File: config.mk
export PLATFORM = sky130hd
export DESIGN_NAME = ped_request_unit
export DESIGN_NICKNAME = d
export VERILOG_FILES = /design/src/rtl/ped_pkg.sv /design/src/rtl/btn_debounce.sv /design/src/rtl/ped_request_unit.sv
export SDC_FILE = /design/constraint.sdc
export NUM_CORES = 1
export LEC_CHECK = 0
export CAP_MARGIN = 20
export CORE_UTILIZATION = 35
export DETAILED_ROUTE_END_ITERATION = 7
export PLACE_DENSITY = 0.64
export RECOVER_POWER = 100
export SYNTH_ARGS = -nofsm -noshare
export SYNTH_HDL_FRONTEND = slang
export SYNTH_SLANG_ARGS = --single-unit
File: constraint.sdc
create_clock -name clk -period 1.7 [get_ports clk]
set_input_delay 0.425 -clock clk [delete_from_list [all_inputs] [get_ports clk]]
set_output_delay 0.425 -clock clk [all_outputs]
set_load 0.005 [all_outputs]
File: src/rtl/ped_pkg.sv
// Shared types and default timing constants for the pedestrian crossing request unit.
package ped_pkg;

    typedef enum logic [2:0] {
        StIdle,
        StReq,
        StWalk,
        StFlash,
        StClear
    } ped_state_e;

    localparam int unsigned DEBOUNCE_CYC_DEF = 16;
    localparam int unsigned WALK_SEC_DEF     = 5;
    localparam int unsigned FLASH_SEC_DEF    = 3;
    localparam int unsigned CD_W             = 4;

endpackage

File: src/rtl/btn_debounce.sv
// Push-button conditioning: 2-flop synchronizer, stability-count debounce and
// a one-clock press pulse on the debounced rising edge.
module btn_debounce #(
    parameter int unsigned DEBOUNCE_CYC = 16
) (
    input  logic clk,
    input  logic rst,
    input  logic btn_raw_i,
    output logic level_o,
    output logic press_o
);

    localparam int unsigned CW = (DEBOUNCE_CYC > 1) ? $clog2(DEBOUNCE_CYC) : 1;

    logic          sync1_q, sync1_d;
    logic          sync2_q, sync2_d;
    logic          level_q, level_d;
    logic          press_q, press_d;
    logic [CW-1:0] cnt_q, cnt_d;

    always_comb begin
        sync1_d = btn_raw_i;
        sync2_d = sync1_q;
        level_d = level_q;
        press_d = 1'b0;
        cnt_d   = '0;
        // Any clock where the synchronized level agrees restarts the run.
        if (sync2_q != level_q) begin
            if (cnt_q == CW'(DEBOUNCE_CYC - 1)) begin
                level_d = sync2_q;
                press_d = sync2_q;
            end else begin
                cnt_d = cnt_q + CW'(1);
            end
        end
    end

    always_ff @(posedge clk) begin
        if (rst) begin
            sync1_q <= 1'b0;
            sync2_q <= 1'b0;
            level_q <= 1'b0;
            press_q <= 1'b0;
            cnt_q   <= '0;
        end else begin
            sync1_q <= sync1_d;
            sync2_q <= sync2_d;
            level_q <= level_d;
            press_q <= press_d;
            cnt_q   <= cnt_d;
        end
    end

    assign level_o = level_q;
    assign press_o = press_q;

endmodule

File: src/rtl/ped_request_unit.sv
// Pedestrian request FSM: latches button presses, requests a crossing, then runs
// the walk and flashing don't-walk intervals with a safety abort on lost grant.
module ped_request_unit
    import ped_pkg::*;
#(
    parameter int unsigned DEBOUNCE_CYC = DEBOUNCE_CYC_DEF,
    parameter int unsigned WALK_SEC     = WALK_SEC_DEF,
    parameter int unsigned FLASH_SEC    = FLASH_SEC_DEF
) (
    input  logic            clk,
    input  logic            rst,
    input  logic            btn_raw,
    input  logic            tick,
    input  logic            grant,
    output logic            paso,
    output logic            walk,
    output logic            dont_walk,
    output logic            wait_led,
    output logic [CD_W-1:0] countdown
);

    logic btn_level;
    logic press;

    btn_debounce #(
        .DEBOUNCE_CYC(DEBOUNCE_CYC)
    ) u_btn_debounce (
        .clk      (clk),
        .rst      (rst),
        .btn_raw_i(btn_raw),
        .level_o  (btn_level),
        .press_o  (press)
    );

    ped_state_e      state_q, state_d;
    logic [CD_W-1:0] cd_q, cd_d;
    logic            flash_dw_q, flash_dw_d;
    logic            pending_q, pending_d;
    logic            paso_q, paso_d;
    logic            walk_q, walk_d;
    logic            dont_walk_q, dont_walk_d;
    logic            wait_led_q, wait_led_d;

    // State register, including the registered lamp outputs.
    always_ff @(posedge clk) begin
        if (rst) begin
            state_q     <= StIdle;
            cd_q        <= '0;
            flash_dw_q  <= 1'b1;
            pending_q   <= 1'b0;
            paso_q      <= 1'b0;
            walk_q      <= 1'b0;
            dont_walk_q <= 1'b1;
            wait_led_q  <= 1'b0;
        end else begin
            state_q     <= state_d;
            cd_q        <= cd_d;
            flash_dw_q  <= flash_dw_d;
            pending_q   <= pending_d;
            paso_q      <= paso_d;
            walk_q      <= walk_d;
            dont_walk_q <= dont_walk_d;
            wait_led_q  <= wait_led_d;
        end
    end

    // Next-state logic.
    always_comb begin
        state_d    = state_q;
        cd_d       = cd_q;
        flash_dw_d = flash_dw_q;
        pending_d  = pending_q;
        if (press && (state_q == StFlash || state_q == StClear)) begin
            pending_d = 1'b1;
        end
        unique case (state_q)
            StIdle: begin
                if (press) state_d = StReq;
            end
            StReq: begin
                if (grant) begin
                    state_d = StWalk;
                    cd_d    = CD_W'(WALK_SEC);
                end
            end
            StWalk: begin
                if (!grant) begin
                    state_d = StClear;
                    cd_d    = '0;
                end else if (tick) begin
                    if (cd_q == CD_W'(1)) begin
                        state_d    = StFlash;
                        cd_d       = CD_W'(FLASH_SEC);
                        flash_dw_d = 1'b1;
                    end else begin
                        cd_d = cd_q - CD_W'(1);
                    end
                end
            end
            StFlash: begin
                if (!grant) begin
                    state_d = StClear;
                    cd_d    = '0;
                end else if (tick) begin
                    if (cd_q == CD_W'(1)) begin
                        state_d = StClear;
                        cd_d    = '0;
                    end else begin
                        cd_d       = cd_q - CD_W'(1);
                        flash_dw_d = ~flash_dw_q;
                    end
                end
            end
            StClear: begin
                if (!grant) state_d = pending_d ? StReq : StIdle;
            end
            default: begin
                state_d = StIdle;
                cd_d    = '0;
            end
        endcase
        if (state_d == StReq) pending_d = 1'b0;
    end

    // Output logic: decoded from the next state so every lamp is a flop.
    always_comb begin
        paso_d      = (state_d == StReq);
        walk_d      = (state_d == StWalk);
        dont_walk_d = (state_d == StFlash) ? flash_dw_d : (state_d != StWalk);
        wait_led_d  = (state_d == StReq) ||
                      (pending_d && (state_d == StFlash || state_d == StClear));
    end

    assign paso      = paso_q;
    assign walk      = walk_q;
    assign dont_walk = dont_walk_q;
    assign wait_led  = wait_led_q;
    assign countdown = cd_q;

    logic unused_level;
    assign unused_level = btn_level;

endmodule

==> run_results.csv <==
group,metric,value,unit
grt,overflow,0,
power_and_ir_drop,p_int,0.600,mW
grt,grt_max_degree,15,
timing,drv_slew,0,
routing,drc,0,
clock_network,clock_latency,300,ps
timing,finalSetupTns,0,ps
worst_setup_path,end_kind,"register",
floorplanning,ios,13,
clock_network,cts_made_buffers,3,
power_and_ir_drop,pwr_density_cell,571,nW/um^2
worst_setup_path,reg2reg_to,"countdown[1]$_SDFFE_PP0P_",
timing,fin_crit_sh,99.0,%
worst_setup_path,path_max_fanout,3,
grt,grt.total_usage,14.5,%
routing,via_count,898,
timing,finClkSkew,6.09,ps
yosys,postSynth.asyncResetShare,0,%
yosys,avgSynthCellArea,8.96,um^2
final_layout,diodes,0,
yosys,synth_commonest_cells,"dfxtp_1 (21), nand2_1 (8), nor2_1 (8), a21oi_1 (7)",
floorplanning,core_area,2760,um^2
grt,first_global_vias,845,
timing,tightest_slew,355,ps
power_and_ir_drop,fin_total_pwr,0.763,mW
worst_setup_path,crit_family,"simple AND/OR/NAND/NOR gates",
yosys,dominantRegCellSynth,"dfxtp_1",
yosys,yosysMostFrequentCell,"dfxtp_1",
routing,wirelength,2040,um
routing,via_per_inst,5.22,
yosys,synth_area,1010,um^2
clock_network,cts_max_path_buffers,2,
routing,ant_nets,0,
job,cap_violations,0,
worst_setup_path,r2r-start,"countdown[1]$_SDFFE_PP0P_",
placement,dp_hpwl,1580,um
worst_setup_path,crit_arrival,1920,ps
timing,max-slew-margin-rel,76.3,%
clock_network,cts_root_buf,"clkbuf_4",
final_layout,nNetsFinal,151,
worst_setup_path,startpoint_type,"register",
worst_setup_path,ff2ff_setup_slack,20,ps
power_and_ir_drop,swShare,21.4,%
grt,grt_antenna_before_repair,0,
yosys,yosys.cell_types.count,42,
yosys,ys_seq_area_share,41.5,%
power_and_ir_drop,seqPwrFrac,64.8,%
worst_setup_path,worstPathCellList,"inv_2 -> ha_4 -> or3b_4 -> or3_4 -> a211o_1 -> a21oi_2",
run_status,status,"finished clean",
yosys,syn_nets,122,
worst_setup_path,cpMaxStageDelayCell,"or3b_4",
yosys,yosys_register_bits,21,
timing,fin_crit,1680,ps
final_layout,drive_gt1_share,24.1,%
placement,dp.cells,168,
worst_setup_path,cp.required,1930,ps
timing,rsz0062_at_grt,"true",
power_and_ir_drop,pwr-share-comb,4.6,%
routing,drt_iter0_drc,21,
floorplanning,die-area,3110,um^2
final_layout,finalNonFillerCells,172,
worst_setup_path,crit_start,"countdown[1]$_SDFFE_PP0P_",
yosys,synth_top_area_share,41.5,%
worst_setup_path,cp_num_cells,6,
timing,clock.fmax,594,MHz
power_and_ir_drop,p_leak,0.560,nW
yosys,synthCells,113,
hold_path,min_path_type,"reg2reg",
grt,grt_pass1_wl,3620,um
floorplanning,die_w,55.8,um
floorplanning,start_util,36.7,%
worst_setup_path,worstSetupPathType,"reg2reg",
placement,port_buffers,12,
worst_setup_path,r2r_cells,6,
floorplanning,die_h,55.8,um
power_and_ir_drop,pwr-share-clk,30.6,%
clock_network,post_cts_buffers,0,
worst_setup_path,path_buf_inv,1,
clock_network,cts_sinks,21,
clock_network,cts_max_level,1,
floorplanning,rows,19,
timing,finalSetupViolCount,0,
yosys,synth-edff-count,0,
power_and_ir_drop,peakVddDrop,0.449,mV
yosys,synthTopCellsByArea,"dfxtp_1 (42%), ha_1 (4.9%), a21oi_1 (3.5%)",
clock_network,cts_tree,"yes",
timing,timing.final.ws_setup,16.2,ps
yosys,yosys_warnings,0,
routing,drt-wirelength-per-cell,11.8,um
placement,post-place-ws,-247,ps
placement,gp_congestion,0.837,
timing,whs,452,ps
worst_setup_path,endpoint,"countdown[1]$_SDFFE_PP0P_",
timing,hold_viol_final,0,
final_layout,area_delta_synth_final,32.1,%
power_and_ir_drop,switchingPower,0.163,mW
yosys,synth_top_area_cell,"dfxtp_1",
clock_network,clkTransAtPathRegs,110,ps
routing,first_pass_iters,4,
worst_setup_path,critPathMaxStageDelay,380,ps
==> stage by stage <==
step	area, um^2	util [%]
after floorplan	1030	-
after global placement	1300	47.1
after detailed placement	1300	47.1
after CTS	1330	48.3
after global routing	1340	48.5
final	1340	48.5
==> cells by family (layout without fill, tap and decap cells) <==
group                      after synthesis  count (layout)  share of synthesized area (%)
DFF                                     21              21                           41.5
AOI/OAI and AO/OA                       29              29                           19.5
xor gates and xnor gates                 3               3                           2.60
buffers and inverters                   11              39                           4.20
adders and majority gates                4               4                           4.94
muxes                                    2               2                           1.98
and+or+nand+nor                         43              43                           25.2
==> how the worst min path moves through the flow <==
stage	start	slack [ps]	depth (start not counted)	to
after floorplan	u_btn_debounce.sync1_q$_SDFF_PP0_	410	1	u_btn_debounce.sync2_q$_SDFF_PP0_
after global placement	u_btn_debounce.sync1_q$_SDFF_PP0_	420	1	u_btn_debounce.sync2_q$_SDFF_PP0_
after detailed placement	u_btn_debounce.sync1_q$_SDFF_PP0_	430	1	u_btn_debounce.sync2_q$_SDFF_PP0_
after CTS	u_btn_debounce.cnt_q[0]$_SDFF_PP0_	460	1	u_btn_debounce.cnt_q[0]$_SDFF_PP0_
after global routing	u_btn_debounce.sync1_q$_SDFF_PP0_	480	1	u_btn_debounce.sync2_q$_SDFF_PP0_
final	u_btn_debounce.sync1_q$_SDFF_PP0_	450	1	u_btn_debounce.sync2_q$_SDFF_PP0_
==> power groups by stage <==
| stage | Combinational (mW) | Clock, mW | Sequential, mW |
|---|---|---|---|
| 2_1_floorplan | 0.0130 | 0 | 0.506 |
| 3_3_place_gp | 0.0351 | 0 | 0.506 |
| 3_5_place_dp | 0.0353 | 0 | 0.506 |
| 4_1_cts | 0.0355 | 0.249 | 0.495 |
| 5_1_grt | 0.0381 | 0.264 | 0.495 |
| 6_report | 0.0351 | 0.234 | 0.495 |
==> layer usage <==
metal	vias up	GRT usage [%]	routed length, um
met5	-	0	0
met3	2	3.02	67
met4	0	5.36	12
met1	417	19.0	1030
li1	465	-	-
met2	14	23.4	923
==> layout by cell type (no fill, tap or decap), drive strengths merged, types with 2 or more instances in the layout <==
cell type,netlist,layout
a211oi,2,2
inv,5,5
dlygate4sd2,0,3
o32ai,2,2
o211ai,2,2
clkdlybuf4s50,0,7
nand3,2,2
and2,3,3
nand2b,2,2
a21oi,8,8
mux2i,2,2
nor2,8,8
clkbuf,5,3
or3,2,2
a31oi,2,2
o21ai,4,4
nor3,2,2
buf,1,18
ha,4,4
nor2b,3,3
nor3b,2,2
xnor2,2,2
dfxtp,21,21
o21a,3,3
dlygate4sd3,0,2
nand2,8,8
==> worst register-to-register path: stages, from the launching register on <==
cell and delay [ps]:
dfxtp_2 340, inv_2 60, ha_4 120, or3b_4 380, or3_4 340, a211o_1 270
a21oi_2 110
==> flip-flops by register name, indices dropped and copies added, names as in the netlist <==
| register | flops |
|---|---|
| paso | 1 |
| flash_dw_q | 1 |
| u_btn_debounce.press_o | 1 |
| u_btn_debounce.sync1_q | 1 |
| wait_led | 1 |
| state_q | 3 |
| pending_q | 1 |
| u_btn_debounce.cnt_q | 4 |
| u_btn_debounce.level_o | 1 |
| countdown | 4 |
| u_btn_debounce.sync2_q | 1 |
| walk | 1 |
| dont_walk | 1 |
==> layout make-up <==
cell class	count	area, um^2
clock inverters	1	5.00
repair buffers	30	251
fillers	279	1420
clock buffers	3	22.5
flip-flops and latches	21	427
multi-input cells	81	574
well taps	31	38.8
inverters	5	18.8
==> timing repair <==
action | CTS | global route
endpoints found under the setup margin | 6 | 5
resized for setup | 7 | 2
gates cloned | 0 | 0
hold buffers | 0 | 0
pin swaps | 2 | 1
Power figures use the tool's default switching activity.
